<file path="src/rtl/flap_cmd_uart_rx.sv">
// 8N1 UART receiver that turns host command bytes into one-cycle game strobes (flap, game reset) and a pause level.
// Strobes appear one cycle after the mid-stop-bit sample; there is no backpressure, and each byte is reported exactly once.
module flap_cmd_uart_rx #(
  parameter int unsigned CLKS_PER_BIT = 218,
  parameter logic [7:0]  CMD_FLAP     = 8'h46,
  parameter logic [7:0]  CMD_PAUSE    = 8'h50,
  parameter logic [7:0]  CMD_RESET    = 8'h52
) (
  input  logic       clk,
  input  logic       rst_n,
  input  logic       ena,
  input  logic       rx_i,
  output logic [7:0] rx_data,
  output logic       rx_valid,
  output logic       frame_err,
  output logic       flap_pulse,
  output logic       game_rst_pulse,
  output logic       pause_o,
  output logic       busy
);

  localparam int unsigned CW = $clog2(CLKS_PER_BIT);
  localparam logic [CW-1:0] CNT_LAST = CW'(CLKS_PER_BIT - 1);
  localparam logic [CW-1:0] CNT_HALF = CW'(CLKS_PER_BIT / 2 - 1);

  typedef enum logic [2:0] {
    S_IDLE,
    S_START,
    S_DATA,
    S_STOP,
    S_BREAK
  } state_t;

  state_t        r_state;
  logic [CW-1:0] r_cnt;
  logic [2:0]    r_bit;
  logic [7:0]    r_shift;
  logic          r_sync1;
  logic          r_rx_s;
  logic          r_rx_prev;
  logic          w_fall;
  logic          w_cnt_last;

  // The synchronizer resets to the idle-high level so that reset never fakes a start edge.
  always_ff @(posedge clk or negedge rst_n) begin
    if (!rst_n) begin
      r_sync1   <= 1'b1;
      r_rx_s    <= 1'b1;
      r_rx_prev <= 1'b1;
    end else begin
      r_sync1   <= rx_i;
      r_rx_s    <= r_sync1;
      r_rx_prev <= r_rx_s;
    end
  end

  assign w_fall     = r_rx_prev & ~r_rx_s;
  assign w_cnt_last = (r_cnt == CNT_LAST);
  assign busy       = (r_state != S_IDLE);

  always_ff @(posedge clk or negedge rst_n) begin
    if (!rst_n) begin
      r_state        <= S_IDLE;
      r_cnt          <= '0;
      r_bit          <= '0;
      r_shift        <= '0;
      rx_data        <= '0;
      rx_valid       <= 1'b0;
      frame_err      <= 1'b0;
      flap_pulse     <= 1'b0;
      game_rst_pulse <= 1'b0;
      pause_o        <= 1'b0;
    end else begin
      rx_valid       <= 1'b0;
      frame_err      <= 1'b0;
      flap_pulse     <= 1'b0;
      game_rst_pulse <= 1'b0;
      if (!ena) begin
        r_state <= S_IDLE;
        r_cnt   <= '0;
        r_bit   <= '0;
      end else begin
        case (r_state)
          S_IDLE: begin
            r_cnt <= '0;
            if (w_fall) begin
              r_state <= S_START;
            end
          end
          S_START: begin
            if (r_cnt == CNT_HALF) begin
              r_cnt <= '0;
              r_bit <= '0;
              // A line that is high again at mid-start was only a glitch.
              r_state <= r_rx_s ? S_IDLE : S_DATA;
            end else begin
              r_cnt <= r_cnt + CW'(1);
            end
          end
          S_DATA: begin
            if (w_cnt_last) begin
              r_cnt          <= '0;
              r_shift[r_bit] <= r_rx_s;
              if (r_bit == 3'd7) begin
                r_state <= S_STOP;
              end else begin
                r_bit <= r_bit + 3'd1;
              end
            end else begin
              r_cnt <= r_cnt + CW'(1);
            end
          end
          S_STOP: begin
            if (w_cnt_last) begin
              r_cnt <= '0;
              if (r_rx_s) begin
                rx_data        <= r_shift;
                rx_valid       <= 1'b1;
                flap_pulse     <= (r_shift == CMD_FLAP);
                game_rst_pulse <= (r_shift == CMD_RESET);
                pause_o        <= pause_o ^ (r_shift == CMD_PAUSE);
                r_state        <= S_IDLE;
              end else begin
                frame_err <= 1'b1;
                r_state   <= S_BREAK;
              end
            end else begin
              r_cnt <= r_cnt + CW'(1);
            end
          end
          S_BREAK: begin
            r_cnt <= '0;
            if (r_rx_s) begin
              r_state <= S_IDLE;
            end
          end
          default: begin
            r_state <= S_IDLE;
            r_cnt   <= '0;
          end
        endcase
      end
    end
  end

endmodule

</file>
<file path="config.mk">
export PLATFORM = sky130hd
export DESIGN_NAME = flap_cmd_uart_rx
export DESIGN_NICKNAME = d
export VERILOG_FILES = /design/src/rtl/flap_cmd_uart_rx.sv
export SDC_FILE = /design/constraint.sdc
export NUM_CORES = 1
export LEC_CHECK = 0
export CORE_ASPECT_RATIO = 1.1
export CORE_UTILIZATION = 30
export DETAILED_ROUTE_END_ITERATION = 10
export PLACE_DENSITY = 0.57
export SETUP_SLACK_MARGIN = 0.3
export SYNTH_ARGS = -nofsm -noshare
export SYNTH_HDL_FRONTEND = slang
export SYNTH_SLANG_ARGS = --single-unit
</file>
<file path="constraint.sdc">
create_clock -name clk -period 2.75 [get_ports clk]
set_input_delay 0.275 -clock clk [delete_from_list [all_inputs] [get_ports clk]]
set_output_delay 0.275 -clock clk [all_outputs]
set_load 0.02 [all_outputs]
</file>
==> run_results.csv <==
group,metric,value,unit
timing,hold_viol,0,
pwr,p_leak,0.974,nW
floorplan,dieArea,6250,um2
floorplan,ios,18,
setup_path,cp_max_fo,10,
setup_path,worstPathCellList,"inv_1 -> ha_1 -> nand3b_1 -> o211ai_1 -> o41a_1 -> mux2_2",
final_layout,diodes,0,
detailed_routing,drt_iter0_markers,34,
timing,rsz0062_at_grt,"false",
clocking,cts.path.max_buffers,2,
pwr,p_per_area,618,nW/um2
timing,skew,0.00849,ns
pwr,internal_power,0.00103,W
final_layout,drive_above_1_share,23.9,%
setup_path,crit_family,"compound AO/OA/AOI/OAI gates",
timing,finalMaxSlewViolations,0,
synth,ys.flop_type,"dfrtp_1",
clocking,htree_num_levels,2,
synth,synth_seq_area_share,53.6,%
detailed_routing,drc,0,
synth,ys_types,42,
detailed_routing,vias,1160,
final_layout,final_cell_mix,"dfrtp_1 (35), mux2_2 (18), clkdlybuf4s50_1 (17), nor2_1 (13)",
clocking,root_buffer,"clkbuf_8",
global_routing,antenna_found_initial,0,
detailed_routing,wl_per_cell,12.4,um
global_routing,grt_usage,11.4,%
clocking,cts_hold_buffers,0,
setup_path,start_kind,"flip-flop",
timing,fin_setup_tns,0,ns
synth,ys_warn_count,0,
synth,netlist_instances,145,
timing,tightest_slew,0.489,ns
floorplan,initial_core_util,31.1,%
synth,ys_ff_latch,38,
place,port_buffers,17,
pwr,clkPwrFrac,43.1,%
pwr,pwr-share-seq,46.2,%
clocking,cts_resized,0,
timing,fmax,0.468,GHz
synth,ys_async_sr_fraction,100,%
detailed_routing,first_pass_iters,4,
timing,fin_crit,2.13,ns
setup_path,cp-end-kind,"flip-flop",
pwr,ir_drop,0.307,mV
setup_path,critPathArrivalTime,2.30,ns
setup_path,worst-path-buf-inv,1,
floorplan,die_x,75.5,um
timing,worst_slack,0.615,ns
final_layout,fin_area,2160,um2
floorplan,rows,29,
place,hpwl,2.21,mm
place,gp_congestion,0.841,
final_layout,nets,171,
final_layout,fin_util,37.6,%
synth,synth_area,1780,um2
pwr,p_sw_share,22.6,%
final_layout,area_growth,21.1,%
global_routing,gr-total-overflow,0,
detailed_routing,antenna_left,0,
setup_path,cp.required,2.92,ns
setup_path,path_class,"reg -> reg",
clocking,numClockSinks,38,
detailed_routing,wl,2.98,mm
min_path,worst_hold_path_type,"reg -> reg",
detailed_routing,routed_via_density,4.83,
run,maxCapViolCount,0,
floorplan,die_h,82.8,um
setup_path,critical-path-slowest-cell,"o41a_1",
place,dp_slack,0.531,ns
synth,synth_nets,154,
final_layout,final_common_cell,"dfrtp_1",
global_routing,grt_pass1_vias,1184,
place,post_dp_cell_area,2010,um2
status,status,"complete, no violations",
timing,max_slew_margin,67.1,%
pwr,combPwrFrac,10.8,%
synth,synth_edf_count,0,
final_layout,fillers,592,
clocking,clkTransAtPathRegs,0.07,ns
clocking,cts_tree,"yes",
clocking,clk_latency,0.28,ns
synth,synth_area_per_cell,12.3,um2
global_routing,grt_max_degree,39,
floorplan,coreArea,5730,um2
setup_path,max_stage_delay,0.45,ns
timing,fin_crit_sh,77.6,%
global_routing,grt_first_pass_wirelength,5.20,mm
clocking,cts_made_buffers,5,
clocking,postCtsSetupRepairBufs,0,
timing,setup_viol,0,
pwr,p_switching,0.000301,W
## cells in the mapped netlist, types with 2 or more instances
library cell	number	area, um2
ha_1	5	62.6
nor4_1	2	12.5
or3_1	2	12.5
nor2b_1	2	12.5
dfrtp_1	35	876
mux2_2	18	203
nand3_1	6	30.0
nand2_1	6	22.5
nor3b_1	4	30.0
xnor2_1	3	26.3
nor4b_2	2	30.0
nor4b_1	3	26.3
xor2_1	3	26.3
nor3_1	3	15.0
nor2_1	13	48.8
nand4b_1	2	17.5
and3_1	2	12.5
clkbuf_1	3	11.3
a22o_1	2	17.5
buf_2	2	10.0
dfstp_2	3	78.8
a31oi_1	2	12.5
inv_1	3	11.3
## final timing paths
check | startpoint | end | slack, ns | depth (start not counted)
max | r_cnt[1] | r_state[0] | 0.62 | 6
max in group asynchronous | rst_n | r_sync1 | 1.99 | 2
min reg2reg | r_sync1 | r_rx_s | 0.36 | 0
max reg2reg | r_cnt[1] | r_state[0] | 0.62 | 6
min | r_sync1 | r_rx_s | 0.36 | 0
min in group asynchronous | rst_n | rx_data[4] | 0.41 | 2
## cells by family (layout without fill, tap and decap cells)
| logic type | count (synthesis) | count (layout) | synth area share (%) |
|---|---|---|---|
| flops | 38 | 38 | 53.6 |
| mux | 18 | 18 | 11.4 |
| compound gates | 11 | 11 | 4.71 |
| simple gates | 56 | 56 | 20.9 |
| fa+ha+maj | 5 | 5 | 3.51 |
| buf+inv | 11 | 29 | 2.95 |
| xor+xnor | 6 | 6 | 2.95 |
## per-layer routing
layer	up-vias	wire length, um	global-route usage, %
met5	-	0	0
met4	0	51	5.37
met3	7	133	3.50
met2	25	1530	19.9
met1	573	1270	12.4
li1	555	-	-
## metrics by stage
| stage | power (W) | instances | hold WS, ns |
|---|---|---|---|
| finish | 0.00133 | 240 | 0.356 |
| global route | 0.00140 | 240 | 0.367 |
| floorplan | 0.000723 | 145 | -0.0206 |
| CTS | 0.00135 | 240 | 0.358 |
| detailed placement | 0.000771 | 232 | 0.347 |
| global placement | 0.000762 | 232 | 0.346 |
## power groups by stage
| stage | sequential (W) | clock, W | combinational, W |
|---|---|---|---|
| floorplan | 0.000599 | 0 | 0.000124 |
| global placement | 0.000623 | 0 | 0.000139 |
| detailed placement | 0.000625 | 0 | 0.000146 |
| CTS | 0.000614 | 0.000590 | 0.000147 |
| global route | 0.000620 | 0.000616 | 0.000162 |
| finish | 0.000615 | 0.000574 | 0.000143 |
## final cells by class
cell class,instances,area (um2),area share (%)
inverters,3,11.3,0.522
repair buffers,18,178,8.24
clock inverters,2,60.1,2.79
clock buffers,6,82.6,3.83
flip-flops and latches,38,955,44.3
multi-input cells,96,773,35.9
well taps,77,96.3,4.47
## flip-flops by register name, summed over array words and instances, names as in the netlist, 3 cells and up
register,cells
r_shift,8
r_cnt,8
rx_data,8
r_bit,3
r_state,3
(Power assumes the default switching activity.)
